<file path="config.mk">
export PLATFORM = sky130hd
export DESIGN_NAME = top_arty_matrix_mult
export DESIGN_NICKNAME = d
export VERILOG_FILES = /design/src/rtl/matmul_pkg.sv /design/src/rtl/uart_phy.sv /design/src/rtl/top_arty_matrix_mult.sv
export SDC_FILE = /design/constraint.sdc
export NUM_CORES = 1
export LEC_CHECK = 0
export CORE_ASPECT_RATIO = 0.7
export CORE_MARGIN = 4
export CORE_UTILIZATION = 46
export CTS_CLUSTER_SIZE = 24
export DETAILED_ROUTE_END_ITERATION = 12
export SLEW_MARGIN = 20
export SYNTH_ARGS = -nofsm -noshare
export SYNTH_HDL_FRONTEND = slang
export SYNTH_SLANG_ARGS = --single-unit
</file>
<file path="constraint.sdc">
create_clock -name clk -period 11.7 [get_ports clk]
set_input_delay 3.51 -clock clk [delete_from_list [all_inputs] [get_ports clk]]
set_output_delay 3.51 -clock clk [all_outputs]
set_load 0.01 [all_outputs]
</file>
<file path="src/rtl/matmul_pkg.sv">
// Shared constants, control-state encoding and result byte selection for the UART 2x2
// matrix multiplier.
package matmul_pkg;

    localparam int unsigned N                    = 2;
    localparam int unsigned DATA_W               = 8;
    localparam int unsigned RES_W                = 24;
    localparam int unsigned IN_BYTES             = 8;
    localparam int unsigned OUT_BYTES            = 12;
    localparam int unsigned DEFAULT_CLKS_PER_BIT = 868;

    typedef enum logic [1:0] {
        StRxA,
        StRxB,
        StCompute,
        StTx
    } state_e;

    // Big-endian byte slice of a result word: part 0 is bits 23:16.
    function automatic logic [DATA_W-1:0] get_byte(input logic [RES_W-1:0] v,
                                                   input logic [1:0]       part);
        case (part)
            2'd0:    return v[23:16];
            2'd1:    return v[15:8];
            default: return v[7:0];
        endcase
    endfunction

endpackage

</file>
<file path="src/rtl/uart_phy.sv">
// 8N1 UART byte engines: synchronised receiver with glitch and framing rejection, and a
// transmitter that accepts a new byte in the last stop-bit cycle for gapless streaming.
module uart_phy
    import matmul_pkg::*;
#(
    parameter int unsigned CLKS_PER_BIT = DEFAULT_CLKS_PER_BIT
) (
    input  logic              clk,
    input  logic              rst_n,
    input  logic              rx_i,
    output logic              tx_o,
    output logic              rx_valid_o,
    output logic [DATA_W-1:0] rx_data_o,
    input  logic              tx_start_i,
    input  logic [DATA_W-1:0] tx_data_i,
    output logic              tx_busy_o
);

    localparam int unsigned CntW = $clog2(CLKS_PER_BIT + 1);
    localparam logic [CntW-1:0] BitLast = CntW'(CLKS_PER_BIT - 1);
    localparam logic [CntW-1:0] HalfBit = CntW'(CLKS_PER_BIT / 2);

    typedef enum logic [1:0] {RxIdle, RxStart, RxData, RxStop} rx_state_e;

    logic              rx_meta_q, rx_sync_q, rx_prev_q;
    rx_state_e         rx_st_q, rx_st_d;
    logic [CntW-1:0]   rx_cnt_q, rx_cnt_d;
    logic [2:0]        rx_idx_q, rx_idx_d;
    logic [DATA_W-1:0] rx_shift_q, rx_shift_d;
    logic [DATA_W-1:0] rx_data_q, rx_data_d;
    logic              rx_valid_q, rx_valid_d;

    logic              tx_busy_q, tx_busy_d;
    logic [CntW-1:0]   tx_cnt_q, tx_cnt_d;
    logic [3:0]        tx_idx_q, tx_idx_d;
    logic [9:0]        tx_frame_q, tx_frame_d;
    logic              tx_out_q, tx_out_d;
    logic              tx_ready;

    always_comb begin
        rx_st_d    = rx_st_q;
        rx_cnt_d   = rx_cnt_q + 1'b1;
        rx_idx_d   = rx_idx_q;
        rx_shift_d = rx_shift_q;
        rx_data_d  = rx_data_q;
        rx_valid_d = 1'b0;
        unique case (rx_st_q)
            RxIdle: begin
                rx_cnt_d = '0;
                if (rx_prev_q && !rx_sync_q) rx_st_d = RxStart;
            end
            RxStart: begin
                // A start bit that is already high again at mid-bit was a glitch.
                if (rx_cnt_q == HalfBit) begin
                    rx_cnt_d = '0;
                    rx_idx_d = '0;
                    rx_st_d  = rx_sync_q ? RxIdle : RxData;
                end
            end
            RxData: begin
                if (rx_cnt_q == BitLast) begin
                    rx_cnt_d   = '0;
                    rx_shift_d = {rx_sync_q, rx_shift_q[DATA_W-1:1]};
                    rx_idx_d   = rx_idx_q + 3'd1;
                    if (rx_idx_q == 3'd7) rx_st_d = RxStop;
                end
            end
            RxStop: begin
                if (rx_cnt_q == BitLast) begin
                    rx_st_d = RxIdle;
                    if (rx_sync_q) begin
                        rx_valid_d = 1'b1;
                        rx_data_d  = rx_shift_q;
                    end
                end
            end
            default: rx_st_d = RxIdle;
        endcase
    end

    always_comb begin
        tx_ready   = !tx_busy_q ||
                     (tx_cnt_q == BitLast && tx_idx_q == 4'd9);
        tx_busy_d  = tx_busy_q;
        tx_cnt_d   = tx_cnt_q;
        tx_idx_d   = tx_idx_q;
        tx_frame_d = tx_frame_q;
        if (tx_busy_q) begin
            tx_cnt_d = tx_cnt_q + 1'b1;
            if (tx_cnt_q == BitLast) begin
                tx_cnt_d   = '0;
                tx_frame_d = {1'b1, tx_frame_q[9:1]};
                tx_idx_d   = tx_idx_q + 4'd1;
                if (tx_idx_q == 4'd9) tx_busy_d = 1'b0;
            end
        end
        if (tx_start_i && tx_ready) begin
            tx_busy_d  = 1'b1;
            tx_cnt_d   = '0;
            tx_idx_d   = '0;
            tx_frame_d = {1'b1, tx_data_i, 1'b0};
        end
        tx_out_d = tx_busy_d ? tx_frame_d[0] : 1'b1;
    end

    always_ff @(posedge clk or negedge rst_n) begin
        if (!rst_n) begin
            rx_meta_q  <= 1'b1;
            rx_sync_q  <= 1'b1;
            rx_prev_q  <= 1'b1;
            rx_st_q    <= RxIdle;
            rx_cnt_q   <= '0;
            rx_idx_q   <= '0;
            rx_shift_q <= '0;
            rx_data_q  <= '0;
            rx_valid_q <= 1'b0;
            tx_busy_q  <= 1'b0;
            tx_cnt_q   <= '0;
            tx_idx_q   <= '0;
            tx_frame_q <= '1;
            tx_out_q   <= 1'b1;
        end else begin
            rx_meta_q  <= rx_i;
            rx_sync_q  <= rx_meta_q;
            rx_prev_q  <= rx_sync_q;
            rx_st_q    <= rx_st_d;
            rx_cnt_q   <= rx_cnt_d;
            rx_idx_q   <= rx_idx_d;
            rx_shift_q <= rx_shift_d;
            rx_data_q  <= rx_data_d;
            rx_valid_q <= rx_valid_d;
            tx_busy_q  <= tx_busy_d;
            tx_cnt_q   <= tx_cnt_d;
            tx_idx_q   <= tx_idx_d;
            tx_frame_q <= tx_frame_d;
            tx_out_q   <= tx_out_d;
        end
    end

    assign rx_valid_o = rx_valid_q;
    assign rx_data_o  = rx_data_q;
    assign tx_busy_o  = !tx_ready;
    assign tx_o       = tx_out_q;

endmodule

</file>
<file path="src/rtl/top_arty_matrix_mult.sv">
// Arty top level: receives A and B over UART, computes C = A x B one element per clock,
// then streams the four 24-bit results back big-endian.
module top_arty_matrix_mult
    import matmul_pkg::*;
#(
    parameter int unsigned CLK_FREQ_HZ  = 100_000_000,
    parameter int unsigned BAUD         = 115_200,
    parameter int unsigned CLKS_PER_BIT = CLK_FREQ_HZ / BAUD
) (
    input  logic clk,
    input  logic rst_n,
    input  logic uart_rx,
    output logic uart_tx
);

    logic              rx_valid;
    logic [DATA_W-1:0] rx_data;
    logic              tx_start;
    logic [DATA_W-1:0] tx_data;
    logic              tx_busy;

    state_e                          state_q, state_d;
    logic [2:0]                      in_cnt_q, in_cnt_d;
    logic [3:0]                      out_cnt_q, out_cnt_d;
    logic [N*N-1:0][DATA_W-1:0]      a_q, a_d, b_q, b_d;
    logic [N*N-1:0][RES_W-1:0]       c_q, c_d;

    logic [1:0]          ci;
    logic [2*DATA_W-1:0] p0, p1;
    logic [2*DATA_W:0]   mac;

    uart_phy #(
        .CLKS_PER_BIT(CLKS_PER_BIT)
    ) u_phy (
        .clk       (clk),
        .rst_n     (rst_n),
        .rx_i      (uart_rx),
        .tx_o      (uart_tx),
        .rx_valid_o(rx_valid),
        .rx_data_o (rx_data),
        .tx_start_i(tx_start),
        .tx_data_i (tx_data),
        .tx_busy_o (tx_busy)
    );

    // During COMPUTE the low counter bits select element Cij as {i, j}.
    always_comb begin
        ci  = in_cnt_q[1:0];
        p0  = {{DATA_W{1'b0}}, a_q[{ci[1], 1'b0}]} * {{DATA_W{1'b0}}, b_q[{1'b0, ci[0]}]};
        p1  = {{DATA_W{1'b0}}, a_q[{ci[1], 1'b1}]} * {{DATA_W{1'b0}}, b_q[{1'b1, ci[0]}]};
        mac = {1'b0, p0} + {1'b0, p1};
    end

    assign tx_data = get_byte(c_q[2'(out_cnt_q / 4'd3)], 2'(out_cnt_q % 4'd3));

    always_comb begin
        state_d   = state_q;
        in_cnt_d  = in_cnt_q;
        out_cnt_d = out_cnt_q;
        a_d       = a_q;
        b_d       = b_q;
        c_d       = c_q;
        tx_start  = 1'b0;
        unique case (state_q)
            StRxA: begin
                if (rx_valid) begin
                    a_d[in_cnt_q[1:0]] = rx_data;
                    in_cnt_d           = in_cnt_q + 3'd1;
                    if (in_cnt_q[1:0] == 2'd3) state_d = StRxB;
                end
            end
            StRxB: begin
                if (rx_valid) begin
                    b_d[in_cnt_q[1:0]] = rx_data;
                    in_cnt_d           = in_cnt_q + 3'd1;
                    if (in_cnt_q == 3'(IN_BYTES - 1)) begin
                        state_d  = StCompute;
                        in_cnt_d = '0;
                    end
                end
            end
            StCompute: begin
                c_d[ci]  = {{(RES_W - 2*DATA_W - 1){1'b0}}, mac};
                in_cnt_d = in_cnt_q + 3'd1;
                if (ci == 2'd3) begin
                    state_d   = StTx;
                    in_cnt_d  = '0;
                    out_cnt_d = '0;
                end
            end
            StTx: begin
                if (!tx_busy) begin
                    tx_start  = 1'b1;
                    out_cnt_d = out_cnt_q + 4'd1;
                    if (out_cnt_q == 4'(OUT_BYTES - 1)) begin
                        state_d   = StRxA;
                        out_cnt_d = '0;
                    end
                end
            end
            default: state_d = StRxA;
        endcase
    end

    always_ff @(posedge clk or negedge rst_n) begin
        if (!rst_n) begin
            state_q   <= StRxA;
            in_cnt_q  <= '0;
            out_cnt_q <= '0;
            a_q       <= '0;
            b_q       <= '0;
            c_q       <= '0;
        end else begin
            state_q   <= state_d;
            in_cnt_q  <= in_cnt_d;
            out_cnt_q <= out_cnt_d;
            a_q       <= a_d;
            b_q       <= b_d;
            c_q       <= c_d;
        end
    end

endmodule

</file>
==> results of run 1 <==
layout make-up:
| type | instances | share of cell area [%] |
|---|---|---|
| well taps | 412 | 3.351 |
| inverters | 161 | 3.928 |
| clock buffers | 33 | 4.245 |
| multi-input cells | 979 | 54.38 |
| flip-flops and latches | 202 | 32.98 |
| repair buffers | 9 | 0.5368 |
| clock inverters | 9 | 0.5774 |
routing by layer:
metal | global-route usage, % | wire length (um)
met2 | 28.79 | 13560
met5 | 0 | 13
met4 | 2.797 | 351
met3 | 2.831 | 1458
met1 | 33.65 | 17440
sequential cells by signal, indices dropped and copies added (netlist names), 2 cells and up, named ones only:
register and count:
c_q 68, a_q 32, b_q 32, u_phy.rx_cnt_q 10, u_phy.tx_cnt_q 10, u_phy.tx_frame_q 10
u_phy.rx_data_o 8, u_phy.rx_shift_q 8, out_cnt_q 4, u_phy.tx_idx_q 4, in_cnt_q 3, u_phy.rx_idx_q 3
state_q 2
worst min path at each step:
stage	slack, ps	to	startpoint
global placement	350	u_phy.rx_sync_q	u_phy.rx_meta_q
global route	370	u_phy.rx_sync_q	u_phy.rx_meta_q
floorplan	350	u_phy.rx_sync_q	u_phy.rx_meta_q
detailed placement	350	u_phy.rx_sync_q	u_phy.rx_meta_q
finish	360	u_phy.rx_sync_q	u_phy.rx_meta_q
CTS	360	u_phy.rx_sync_q	u_phy.rx_meta_q
where the power goes:
part,internal [mW],switching (mW),leakage [nW]
clock,0.414,0.294,0.371
sequential,0.708,0.00687,2.77
combinational,0.0201,0.0445,4.32
total,1.14,0.346,7.46
logic make-up (layout without fill, tap and decap cells):
logic type	Yosys count	in the layout
AOI/OAI and AO/OA	132	132
xor gates and xnor gates	26	26
adders and majority gates	189	189
buffers and inverters	205	212
DFF	202	202
muxes	166	166
and+or+nand+nor	466	466
stage by stage:
step	power, mW	hold slack [ps]	utilization, %
detailed placement	0.7924	347.1	48.41
global placement	0.7912	347.0	48.41
finish	1.487	361.6	50.88
floorplan	0.7647	345.2	-
CTS	1.506	359.7	50.86
global route	1.547	365.9	50.88
cell usage in the layout, fill, tap and decap left out, types with 6 or more instances in the layout:
cell,n
nand2_1,168
nor2_1,128
nand2b_1,24
clkbuf_16,23
mux4_2,10
fa_1,97
a22o_1,10
mux2i_1,46
ha_1,92
nand4_1,7
a21oi_1,32
inv_1,161
or2_2,33
dfstp_2,14
clkinv_2,6
mux4_1,6
xnor2_1,15
nor2b_1,10
xor2_1,11
and2_1,9
nand3_1,54
mux2_2,104
o21ai_0,38
a31oi_1,6
clkbuf_1,6
dfrtp_1,187
worst register-to-register path, cell delays in order (launching register included):
cell and delay (ps):
dfrtp_1 1090, mux2i_1 890, nor2_1 150, fa_1 560, inv_1 50, fa_1 530, inv_1 50, fa_1 520
fa_1 530, fa_1 540, inv_1 50, fa_1 530, inv_1 40, ha_1 440, a21o_1 210, a21o_1 180
o41a_1 480, mux2i_1 170, a311o_1 320
synthesized netlist by cell type, types with 14 or more instances:
cell type	count	area share, %
a21oi_1	32	1.1
nand3_1	54	1.9
xnor2_1	15	0.92
dfrtp_1	188	33
dfstp_2	14	2.6
o21ai_0	38	1.3
or2_2	33	1.5
inv_1	161	4.3
nand2_1	168	4.4
clkbuf_1	35	0.92
nor2_1	128	3.4
ha_1	92	8.1
mux2_2	104	8.2
nand2b_1	24	1.1
mux2i_1	46	3.2
fa_1	97	14
==> impl_results.md, run 1 <==
* Status: finished, final reports clean
* Die extent in x at 218.1 um
* End of the critical path: c_q[87]
* Startpoint types: flip-flop
* Antenna violations before repair at 1
* CP arrival at 7870 ps
* ANT nets after route at 0
* Placer Congestion at 0.8814
* Layout cells sized above 1 at 15.29%
* Post-synth ARST share at 100.0%
* Clock Latency Late Sink at 530 ps
* Critical path type: flip-flop to flip-flop
* Final nets at 1568
* R2R Setup Slk at 4220 ps
* WP depth at 18
* Multi-input combinational cell area at 0.008367 mm2
* Fill cells at 2772
* Final Setup Violations at 0
* Clk sink count at 202
* Worst Hold Class: flip-flop to flip-flop
* Initial DRC count at 738
* IO Count at 4
* Tmin final at 7479 ps
* Peak VDD IR at 0.1205 mV
* Max clock buf depth at 3
* Detailed Route WL at 32830 um
* Clk slew on worst S/H paths at 60 ps
* DIE HEIGHT at 155.1 um
* Routed len/inst at 18.19 um
* Pre-CTS setup slack at 4255 ps
* Post-CTS Setup Inserts at 0
* Ant diodes at 0
* Worst Path Required at 12100 ps
* Placed insts at 1763
* Number of flops mapped to enable cells by yosys at 0
* Syn Nets at 1578
* YS warnings at 0
* CORE AREA at 0.03024 mm2
* Tcrit/Tclk final at 63.92%
* CTS H-tree depth at 1
* Placed wire-length estimate at 24560 um
* Register area at 0.005074 mm2
* Synth Area in Compound Gates at 6.089%
* Synth cell types at 67
* Slew @ Worst Pin at 1141 ps
* F_max at 133.7 MHz
* Worst setup path start: in_cnt_q[1]
* Reg-to-reg endpoint: c_q[87]
* Slowest-stage cell, CP: dfrtp_1
* Reg2Reg Depth at 18
* CP Capture Type: flip-flop
* Cts hold-fix bufs at 0
* Mapped Cells at 1386
* Mux cell area share after synthesis at 14.17%
* Max cap viols at 0
* Crit path max fanout at 21
* Post-Synth Adder-Cell Area at 21.75%
* Count of state elements after synthesis at 202
* Final WS setup at 4221 ps
* Syn_area_per_cell at 10.26 um2
* Post-Syn Area at 0.01422 mm2
* TritonCTS Buffers at 23
* XOR/XNOR Fraction of Synth Area at 1.602%
* Part of the Yosys area used for sequential elements at 35.67%
* Starting Density at 47.02%
* Endpoints failing hold at 0
* Row count at 53
* Root Driver: clkbuf_16
* Pwr/cell area at 96.66 mW/mm2
* Via count at 9794
* Main synth FF type: dfrtp_1
* Synth Area in Simple Gates at 15.23%
* Crit path top cell by count: fa_1
* Port bufs at 3
* Placement Cell Area at 0.01464 mm2
* CP delay by family, top: adder cells
* RSZ-0062 raised after global routing: no
* Worst Skew at 32.17 ps
* Slew HR at 23.95%
* Area growth from synthesis to layout at 8.202%
* Pleak at 7.458 nW
* Grt total ovfl at 0
* Final Max Tran Viols at 0
* Final Cell Area at 0.01538 mm2
* Crit path buffers/inverters at 4
* Hold path depth at 0
* GRT Util Overall at 20.31%
* Vias in the first global route at 10044
* Crit-path max cell delay at 1090 ps
* Pin count of the biggest net entering global routing at 77
* Origin of the critical flop-to-flop path: in_cnt_q[1]
* Crit path cell chain: mux2i_1, nor2_1, fa_1, inv_1, fa_1, inv_1, fa_1, fa_1, fa_1, inv_1, fa_1, inv_1, ha_1, a21o_1, a21o_1, o41a_1, mux2i_1, a311o_1
* First-pass GRT wire length at 54990 um
* DR vias/cell at 5.426
* Main combinational cell family by area after synthesis: adder cells
* Post-CTS sizing at 0
* DIE AREA at 0.03383 mm2
* DRC Markers at 0
* Pre-antenna DRT Iters at 5
* Fin cells at 1805
* CTS tree: yes
* Setup TNS at 0 ps
(Power assumes the default switching activity.)
==> inputs of run 2 (changes only) <==
Clock period 11.7 ns to 7.5 ns, I/O delays scaled along.
==> run 2 against run 1 <==
  * Total power grew 53%
  * Die area did not move
  * Core utilization is 0.39 points higher
  * Register-to-register slack got worse by 3600 ps
  * Global-route usage shrank 0.24 points
  * Sequential share of layout area fell by 0.26 points
  * Via count grew 0.85%
  * Clock-buffer cell count down 1
  * Design area is 0.76% higher
  * Clock power grew 50%
  * First-iteration DRC count up 4.7%
  * Non-clock buffer count rose by 20
  * Largest cell class unchanged
  * Highest routed layer is now met4
==> impl_results.md, run 2 (same netlist as run 1, synthesis figures left out) <==
* Origin of the critical flop-to-flop path: in_cnt_q[0]
* Final Setup Violations at 0 (unchanged)
* Pleak at 7.531 nW (+0.97%)
* Placer Congestion at 0.8674 (-1.6%)
* GRT Util Overall at 20.07% (-0.24 points)
* Max clock buf depth at 3 (unchanged)
* Crit path max fanout at 11 (-48%)
* Hold path depth at 0 (unchanged)
* Final Cell Area at 0.01550 mm2 (+0.76%)
* Final nets at 1587 (+1.2%)
* Clock Latency Late Sink at 520 ps (about the same)
* Port bufs at 3 (unchanged)
* Reg2Reg Depth at 19 (+1)
* Vias in the first global route at 10075 (+0.31%)
* Critical path type: flip-flop to flip-flop
* Combinational cell fraction of total power at 4.3% (about the same)
* Root Driver: clkbuf_16
* P_sw at 0.5329 mW (+54%)
* CP delay by family, top: adder cells
* Peak VDD IR at 0.1453 mV (+21%)
* Layout cells sized above 1 at 16.44% (+1.2 points)
* Crit path top cell by count: fa_1
* Switch share at 23.48% (+0.23 points)
* Placement Cell Area at 0.01480 mm2 (+1.1%)
* Worst Hold Class: flip-flop to flip-flop
* Crit path buffers/inverters at 5 (+1)
* Clk pwr share at 46.6% (-1.0 points)
* Pre-antenna DRT Iters at 7 (+2)
* Crit-path max cell delay at 770 ps (-320 ps)
* Max FFs per register at 68 (unchanged)
* Post-CTS Setup Inserts at 0 (unchanged)
* IO Count at 4 (unchanged)
* Status: finished, final reports clean
* F_max at 145.4 MHz (+8.7%)
* ANT nets after route at 0 (unchanged)
* DR vias/cell at 5.418 (-0.15%)
* Pint at 1.737 mW (+52%)
* Startpoint types: flip-flop
* Worst Path Required at 7900 ps (-4200 ps)
* Tcrit/Tclk final at 91.72% (+28 points)
* CORE AREA at 0.03024 mm2 (unchanged)
* Area growth from synthesis to layout at 9.029%
* Tmin final at 6879 ps (-600.1 ps)
* Initial DRC count at 773 (+4.7%)
* Cts hold-fix bufs at 0 (unchanged)
* Min-Delay Endpoint: u_phy.rx_sync_q
* Top reg by flops: c_q
* Leading cell type in the layout, fill and taps excluded: dfrtp_1
* Post-CTS sizing at 0 (unchanged)
* DIE HEIGHT at 155.1 um (unchanged)
* Clk sink count at 202 (unchanged)
* Row count at 53 (unchanged)
* Pin count of the biggest net entering global routing at 155 (+100%)
* Crit path cell chain: buf_4, mux2i_1, nor2_1, fa_1, inv_1, fa_1, inv_1, fa_1, fa_1, fa_1, inv_1, fa_1, inv_1, ha_1, a21o_1, a21o_1, o41a_1, mux2i_1, a311o_1
* Worst setup path start: in_cnt_q[0]
* Worst Skew at 8.055 ps (-24.11 ps)
* Leading cell types in the layout, fill and taps excluded: dfrtp_1 (188), nand2_1 (168), inv_1 (161)
* Fill cells at 2784 (+0.43%)
* Max cap viols at 0 (unchanged)
* Reg-to-reg endpoint: c_q[87]
* CTS tree: yes
* Routed len/inst at 17.72 um (-2.6%)
* CP Capture Type: flip-flop
* Placed wire-length estimate at 23890 um (-2.8%)
* Starting Density at 47.02% (unchanged)
* DIE AREA at 0.03383 mm2 (unchanged)
* Die extent in x at 218.1 um (unchanged)
* Antenna violations before repair at 0 (-1)
* Endpoints failing hold at 0 (unchanged)
* RSZ-0062 raised after global routing: no
* Via count at 9877 (+0.85%)
* R2R Setup Slk at 620 ps (-3600 ps)
* Slew @ Worst Pin at 1090 ps (-50.85 ps)
* CTS H-tree depth at 1 (unchanged)
* Detailed Route WL at 32310 um (-1.6%)
* Ant diodes at 0 (unchanged)
* Largest registers: c_q (68), a_q (32), b_q (32)
* Slowest-stage cell, CP: mux2i_1
* TritonCTS Buffers at 22 (-4.3%)
* CP arrival at 7280 ps (-590 ps)
* Pwr/cell area at 146.4 mW/mm2 (+51%)
* Final Max Tran Viols at 0 (unchanged)
* First-pass GRT wire length at 54720 um (-0.49%)
* Share of power burned in registers at 49.1% (+1.1 points)
* DRC Markers at 0 (unchanged)
* Startpoint of the worst hold path: u_phy.rx_meta_q
* Slew HR at 27.34% (+3.4 points)
* Clk slew on worst S/H paths at 60 ps (about the same)
* Grt total ovfl at 0 (unchanged)
* Setup TNS at 0 ps (unchanged)
## run 2: worst register-to-register path, cell delays in order (launching register included)
cell and delay, ps:
dfrtp_1 490, buf_4 240, mux2i_1 770, nor2_1 130
fa_1 510, inv_1 50, fa_1 530, inv_1 50
fa_1 500, fa_1 520, fa_1 550, inv_1 60
fa_1 520, inv_1 40, ha_1 430, a21o_1 210
a21o_1 180, o41a_1 480, mux2i_1 160, a311o_1 320
## run 2: power by group through the flow
| stage | Combinational, mW | Clock, mW | Sequential (mW) |
|---|---|---|---|
| floorplan | 0.0612 | 0 | 1.13 |
| global placement | 0.0999 | 0 | 1.13 |
| detailed placement | 0.101 | 0 | 1.13 |
| CTS | 0.101 | 1.08 | 1.11 |
| global route | 0.116 | 1.13 | 1.12 |
| finish | 0.0980 | 1.06 | 1.11 |
## run 2: stage by stage
step	power, mW	hold slack, ps	util [%]	setup WS, ps	instances
after floorplan	1.193	345.2	-	1074	1386
after global placement	1.233	346.9	48.94	701.7	1783
after detailed placement	1.235	350.1	48.94	662.5	1783
after CTS	2.298	358.9	51.27	638.7	1823
after global routing	2.364	363.7	51.27	197.1	1823
final	2.270	357.1	51.27	621.1	1823
## run 2: how the worst max path moves through the flow
stage / to / slack (ps) / cells after the start
after global placement: c_q[87] / 700 / 19
final: c_q[87] / 620 / 19
after CTS: c_q[63] / 640 / 19
after floorplan: c_q[15] / 1070 / 20
after detailed placement: c_q[15] / 660 / 19
after global routing: c_q[64] / 200 / 20
## run 2: routing by layer
metal  vias up  track usage [%]  part of all wire (%)
met5         -                0                     0
met4         0            3.218                   1.4
met3        33            2.772                   5.2
met2       201            28.39                    41
met1      5010            33.12                    52
li1       4633                -                     -
## run 2: area by class of cell
type,count,area [um2],share of cell area (%)
clock buffers,32,648.1,4.181
clock inverters,8,53.80,0.3471
inverters,161,604.3,3.898
multi-input cells,979,8367,53.97
flip-flops and latches,202,5072,32.72
well taps,412,515.5,3.325
repair buffers,29,241.5,1.558
